**src/rtl/fft_frame_buffer_if.sv**
```systemverilog
`default_nettype none
// ============================================================================
// Module      : fft_frame_buffer_if
// Description : Bundles the sample-capture inputs, the frame handshake and the
//               random-access read port of fft_frame_buffer.
//               slave  - seen by the frame buffer
//               master - seen by the producer / FFT loader side
// Ports       : left, right     24-bit signed samples from the I2S receiver
//               newsample       1-cycle capture strobe
//               chan_sel        channel selection (left/right/mix)
//               rd_adr, rd_data read port into the ready frame
//               frame_rdy, frame_ack, overrun  frame handshake and status
// Revision    : 1.0 - initial release
// ============================================================================
interface fft_frame_buffer_if #(
  parameter int N_LOG2 = 5
);
  logic [23:0]       left;
  logic [23:0]       right;
  logic              newsample;
  logic [1:0]        chan_sel;
  logic [N_LOG2-1:0] rd_adr;
  logic [31:0]       rd_data;
  logic              frame_rdy;
  logic              frame_ack;
  logic              overrun;

  modport slave (
    input  left, right, newsample, chan_sel, rd_adr, frame_ack,
    output rd_data, frame_rdy, overrun
  );

  modport master (
    output left, right, newsample, chan_sel, rd_adr, frame_ack,
    input  rd_data, frame_rdy, overrun
  );
endinterface
`default_nettype wire

```
**src/rtl/fft_frame_buffer.sv**
```systemverilog
`default_nettype none
// ============================================================================
// Module      : fft_frame_buffer
// Description : Ping-pong frame store between the I2S receiver and the FFT
//               core. One mono sample is captured per newsample strobe and
//               packed as {sample16, 16'h0000}. N = 2**N_LOG2 samples form a
//               frame; a completed frame is handed to the FFT loader through
//               frame_rdy/frame_ack and a registered read port.
// Ports       : clk    - system clock
//               reset  - synchronous, active-high reset
//               bus    - fft_frame_buffer_if.slave (capture inputs, read
//                        port, frame_rdy/frame_ack handshake, sticky overrun)
// Parameters  : N_LOG2 - log2 of the frame length
//               BITREV - 1: samples written at bit-reversed addresses
//                        0: samples written in natural order
// Revision    : 1.0 - initial release
// ============================================================================
module fft_frame_buffer #(
  parameter int N_LOG2 = 5,
  parameter bit BITREV = 1'b1
) (
  input  logic                clk,
  input  logic                reset,
  fft_frame_buffer_if.slave   bus
);

  localparam int                c_n        = 1 << N_LOG2;
  localparam logic [N_LOG2-1:0] c_last_ptr = '1;

  // Two banks of N 16-bit samples; bank select is the address MSB.
  logic [15:0]       r_mem [0:2*c_n-1];

  logic              r_pending;
  logic [N_LOG2-1:0] r_wr_ptr;
  logic              r_wr_bank;     // read bank is always the other one
  logic              r_frame_rdy;
  logic              r_overrun;
  logic [31:0]       r_rd_data;

  logic [N_LOG2-1:0] w_wr_addr;
  logic              w_mix_carry;
  logic [15:0]       w_mix;
  logic [15:0]       w_sample;
  logic              w_frame_done;
  logic              w_swap;

  // --------------------------------------------------------------------------
  // Write address ordering
  // --------------------------------------------------------------------------
  generate
    if (BITREV) begin : g_bitrev
      for (genvar i = 0; i < N_LOG2; i++) begin : g_bit
        assign w_wr_addr[i] = r_wr_ptr[N_LOG2-1-i];
      end
    end else begin : g_natural
      assign w_wr_addr = r_wr_ptr;
    end
  endgenerate

  // --------------------------------------------------------------------------
  // Sample formation
  // Mono mix = bits [23:8] of ((left + right) >>> 1), i.e. bits [24:9] of the
  // 25-bit sum. The sum is split at bit 9: the upper parts are added directly
  // and the carry out of the low 9 bits is injected. That carry is set exactly
  // when left[8:0] + right[8:0] >= 512, i.e. left[8:0] > ~right[8:0].
  // The true result always fits in 16 signed bits, so the 16-bit wrap is exact.
  // --------------------------------------------------------------------------
  assign w_mix_carry = (bus.left[8:0] > ~bus.right[8:0]);
  assign w_mix = {bus.left[23],  bus.left[23:9]}
               + {bus.right[23], bus.right[23:9]}
               + {15'd0, w_mix_carry};

  always_comb begin
    w_sample = bus.left[23:8];
    case (bus.chan_sel)
      2'b01:   w_sample = bus.right[23:8];
      2'b10:   w_sample = w_mix;
      default: w_sample = bus.left[23:8];
    endcase
  end

  // --------------------------------------------------------------------------
  // Frame control
  // A capture happens on the cycle after newsample (r_pending). The capture
  // that writes slot N-1 completes the frame; it swaps banks only if the read
  // bank is free or being released in this very cycle.
  // --------------------------------------------------------------------------
  assign w_frame_done = r_pending && (r_wr_ptr == c_last_ptr);
  assign w_swap       = w_frame_done && (!r_frame_rdy || bus.frame_ack);

  always_ff @(posedge clk) begin
    if (reset) begin
      r_pending   <= 1'b0;
      r_wr_ptr    <= '0;
      r_wr_bank   <= 1'b0;
      r_frame_rdy <= 1'b0;
      r_overrun   <= 1'b0;
    end else begin
      r_pending <= bus.newsample;

      if (r_pending) begin
        r_wr_ptr <= r_wr_ptr + N_LOG2'(1);   // wraps to 0 after slot N-1
      end

      if (w_swap) begin
        r_wr_bank   <= ~r_wr_bank;
        r_frame_rdy <= 1'b1;
      end else if (w_frame_done) begin
        // Read bank still held: drop this frame, keep the ready one intact.
        r_overrun <= 1'b1;
      end else if (bus.frame_ack) begin
        r_frame_rdy <= 1'b0;
      end
    end
  end

  // --------------------------------------------------------------------------
  // Frame store (no reset so it can map onto RAM)
  // --------------------------------------------------------------------------
  always_ff @(posedge clk) begin
    if (r_pending && !reset) begin
      r_mem[{r_wr_bank, w_wr_addr}] <= w_sample;
    end
  end

  // Registered read port; the bank select follows a swap on the same edge as
  // frame_rdy, so the read issued when frame_rdy rises sees the new frame.
  always_ff @(posedge clk) begin
    if (reset) begin
      r_rd_data <= '0;
    end else begin
      r_rd_data <= {r_mem[{~r_wr_bank, bus.rd_adr}], 16'h0000};
    end
  end

  assign bus.rd_data   = r_rd_data;
  assign bus.frame_rdy = r_frame_rdy;
  assign bus.overrun   = r_overrun;

endmodule
`default_nettype wire

```
**src/flat_wrapper.sv**
```systemverilog
// flat-port wrapper written by rule: the top's interface ports become plain ports
module fft_frame_buffer_flat 
#(
  parameter int N_LOG2 = 5,
  parameter bit BITREV = 1'b1
)
  (clk, reset, bus_left, bus_right, bus_newsample, bus_chan_sel, bus_rd_adr, bus_frame_ack, bus_rd_data, bus_frame_rdy, bus_overrun);
  fft_frame_buffer_if #(.N_LOG2(N_LOG2)) bus_i ();
  input  logic clk;
  input  logic reset;
  input wire logic [$bits(bus_i.left)-1:0] bus_left;
  input wire logic [$bits(bus_i.right)-1:0] bus_right;
  input wire logic [$bits(bus_i.newsample)-1:0] bus_newsample;
  input wire logic [$bits(bus_i.chan_sel)-1:0] bus_chan_sel;
  input wire logic [$bits(bus_i.rd_adr)-1:0] bus_rd_adr;
  input wire logic [$bits(bus_i.frame_ack)-1:0] bus_frame_ack;
  output wire logic [$bits(bus_i.rd_data)-1:0] bus_rd_data;
  output wire logic [$bits(bus_i.frame_rdy)-1:0] bus_frame_rdy;
  output wire logic [$bits(bus_i.overrun)-1:0] bus_overrun;
  assign bus_i.left = bus_left;
  assign bus_i.right = bus_right;
  assign bus_i.newsample = bus_newsample;
  assign bus_i.chan_sel = bus_chan_sel;
  assign bus_i.rd_adr = bus_rd_adr;
  assign bus_i.frame_ack = bus_frame_ack;
  assign bus_rd_data = bus_i.rd_data;
  assign bus_frame_rdy = bus_i.frame_rdy;
  assign bus_overrun = bus_i.overrun;
  fft_frame_buffer #(.N_LOG2(N_LOG2), .BITREV(BITREV)) u_core (.clk(clk), .reset(reset), .bus(bus_i));
endmodule
```
**config.mk**
```make
export PLATFORM = sky130hd
export DESIGN_NAME = fft_frame_buffer_flat
export DESIGN_NICKNAME = d
export VERILOG_FILES = /design/src/rtl/fft_frame_buffer_if.sv /design/src/rtl/fft_frame_buffer.sv /design/src/flat_wrapper.sv
export SDC_FILE = /design/constraint.sdc
export NUM_CORES = 1
export LEC_CHECK = 0
export BUFFER_PORTS_ARGS = -buffer_cell sky130_fd_sc_hd__buf_2
export CORE_MARGIN = 4
export CORE_UTILIZATION = 25
export DETAILED_ROUTE_END_ITERATION = 8
export PLACE_DENSITY = 0.5
export SYNTH_ARGS = -nofsm -noshare
export SYNTH_HDL_FRONTEND = slang
export SYNTH_SLANG_ARGS = --single-unit
```
**constraint.sdc**
```tcl
create_clock -name clk -period 14.1 [get_ports clk]
set_input_delay 1.41 -clock clk [delete_from_list [all_inputs] [get_ports clk]]
set_output_delay 1.41 -clock clk [all_outputs]
set_load 0.02 [all_outputs]
```
==> summary.txt <==
Synthesis
  • Synth top area share: 0.7400
  • Post-synth EDFFs: 1024
  • Post-synth ARST share: 0
  • Syn avg cell area: 20.88 µm²
  • Mapped Cells: 1990
  • #FFs+latches synth: 1049
  • Yosys cell types: 53
  • Main flop type after synthesis: edfxtp_1
  • Largest cells by area after synthesis: edfxtp_1, mux4_2, mux2i_1
  • Syn Std Cell Area: 0.04155 mm²
  • Most frequent cell after synthesis: edfxtp_1
  • Post-synth top area cell: edfxtp_1
  • Post-synth top cells: edfxtp_1, mux4_2, nor2_1
  • Synthesis Warnings: 0
  • Sequential cell area fraction in the yosys report: 0.7520

Floorplanning
  • Initial Utilization: 0.2519
  • Vert. Die Dim: 415.7 µm
  • DIE AREA: 0.1728 mm²
  • Rows: 149
  • Io pins: 93
  • Core ar.: 0.1650 mm²
  • Die width: 415.7 µm

Detailed routing
  • Antenna Nets Post-Route: 0
  • Final wirelength: 110400 µm
  • DRT Pass-1 Iters: 7
  • Initial DRC count: 1778
  • DR WL/cell: 24.88 µm
  • DRC viols: 0
  • Vias per std cell: 4.615
  • Vias: 20477

STA
  • Final hold viol count: 0
  • Final setup viols: 0
  • Fin crit share: 0.3718
  • Worst slew margin: 0.2051
  • Max Clk Rate: 190.8 MHz
  • Fin. max-slew vios: 0
  • PnR worst setup slack: 8.858 ns
  • RSZ-0062 raised after global routing: false
  • Worst Tran Pin Value: 1.188 ns
  • Min Tclk post-route: 5.242 ns
  • Worst clock skew: 0.06591 ns
  • Final TNS setup: 0 ns
  • Hold_ws: 0.4777 ns

CTS
  • Clock latency on the worst-skew pair: 0.72 ns
  • Post-CTS Setup Repair Bufs: 0
  • TritonCTS clock tree: built
  • Htree depth: 3
  • CTS sink cnt: 1049
  • Clock Path Buffers: 3
  • CTS root buffer: clkbuf_16
  • Post-cts sizing count: 0
  • Hold_buf cts: 0
  • CTS clk-pin slew, worst paths: 0.06 ns
  • CTS buffer count: 102

Placement
  • HPWL after detailed placement: 64170 µm
  • Port bufs: 76
  • GPL Wtd Cong: 0.8071
  • Inst Count DP: 4247
  • Setup WS pre-CTS: 8.270 ns
  • Cell Area, Placed: 0.04491 mm²

Final layout
  • Fraction of layout cells with a size suffix above 1: 0.2771
  • Final instance area: 0.04823 mm²
  • N_diodes: 0
  • Finished Core Util: 0.2923
  • Final net count: 2250
  • P&R area growth vs syn: 16.07%
  • Final non-filler cell total: 4437

Status
  • Status: finished clean

Power
  • Leakage: 15.12 nW
  • Power Total: 6.656 mW
  • PD cells: 138.0 mW/mm²
  • IR drop worst, VDD: 0.09460 mV

Setup path
  • CP max FO: 64
  • FF-to-FF setup slack: 11.28 ns
  • Crit path DAT: 5.64 ns
  • CP Launch Type: input pin
  • Worst EP required: 14.50 ns
  • Crit path capture type: flop
  • Critical path class: in -> reg

Global route
  • First-pass GRT wire length: 157900 µm
  • Initial antenna violation count: 5
  • Overflow after GRT: 0
  • Largest net degree at the start of global routing: 101
  • GRT Util Overall: 0.1258
  • Number of global-route vias before repair: 21333

Job
  • Max-cap viol count: 0

Min path
  • Worst Hold Class: reg -> reg
-- layout make-up --
cell class                 count  area, µm²
timing repair buffer         174       1157
sequential                  1049      31250
inverter                      11      41.29
multi-input combinational    824       9723
fill                       15996     116800
clock buffer                 130       2698
tap                         2189       2739
clock inverter                60      621.8
-- routing by layer --
| layer | up-vias | track usage | share of wire |
|---|---|---|---|
| met5 | - | 0 | 0.00027 |
| met4 | 4 | 0.05119 | 0.038 |
| met3 | 160 | 0.02545 | 0.060 |
| met2 | 583 | 0.2137 | 0.50 |
| met1 | 11130 | 0.1568 | 0.40 |
| li1 | 8600 | - | - |
-- power breakdown --
part / leakage (nW) / total (mW) / internal (mW) / switching [mW]
Combinational: 4.02 / 0.443 / 0.137 / 0.307
Sequential: 9.48 / 3.52 / 3.51 / 0.00775
Clock: 1.61 / 2.70 / 1.51 / 1.18
Total: 15.1 / 6.66 / 5.16 / 1.50
-- worst max-delay path: stages --
cell,delay [ns]
buf_2,0.10
ha_1,0.30
nor2b_1,0.15
o21a_1,0.16
o21ai_0,0.19
a211oi_1,0.11
o31ai_1,0.25
a21oi_1,0.12
fa_1,0.43
fa_1,0.45
a211oi_1,0.29
o21ai_0,0.21
a41oi_1,0.37
o21ai_0,0.18
xnor2_1,0.18
o21ai_4,0.13
buf_4,0.53
-- kinds of logic after synthesis --
logic type | share of synthesized area
AO/OA/AOI/OAI | 0.03276
buffers and inverters | 0.01945
multiplexers | 0.1609
adder cells (fa/ha/maj) | 0.009093
flip-flops | 0.7520
other | 0.00009024
AND/OR/NAND/NOR | 0.02228
XOR/XNOR | 0.003373
-- state kept, by name (all words and copies together), names as in the netlist --
register	cells
u_core.bus.frame_rdy	1
u_core.r_mem	1024
u_core.r_pending	1
u_core.bus.overrun	1
u_core.bus.rd_data	16
u_core.r_wr_ptr	5
u_core.r_wr_bank	1
-- worst paths after layout --
path,cells past startpoint,from,end
setup / recovery,17,bus_right[1],u_core.r_mem[32][12]
hold / removal,2,u_core.bus.overrun,u_core.bus.overrun
setup reg to reg,5,u_core.r_pending,u_core.r_mem[30][10]
hold reg to reg,2,u_core.bus.overrun,u_core.bus.overrun
-- cells in the final DEF (no fill, tap or decap), types with 16 or more instances in the layout --
cell and count:
ha_1 27, edfxtp_1 1024, o21ai_0 36, nor2_1 105, clkbuf_1 24, o221ai_1 16, conb_1 16, clkbuf_16 102
clkinv_2 18, dfxtp_1 25, a22oi_1 27, a21oi_1 49, mux2i_1 65, buf_2 72, mux4_2 253, mux2_2 30
clkinv_1 22, a211oi_1 18, buf_4 98, nand2_1 32
Note: power is estimated with default switching activity, not from simulation.
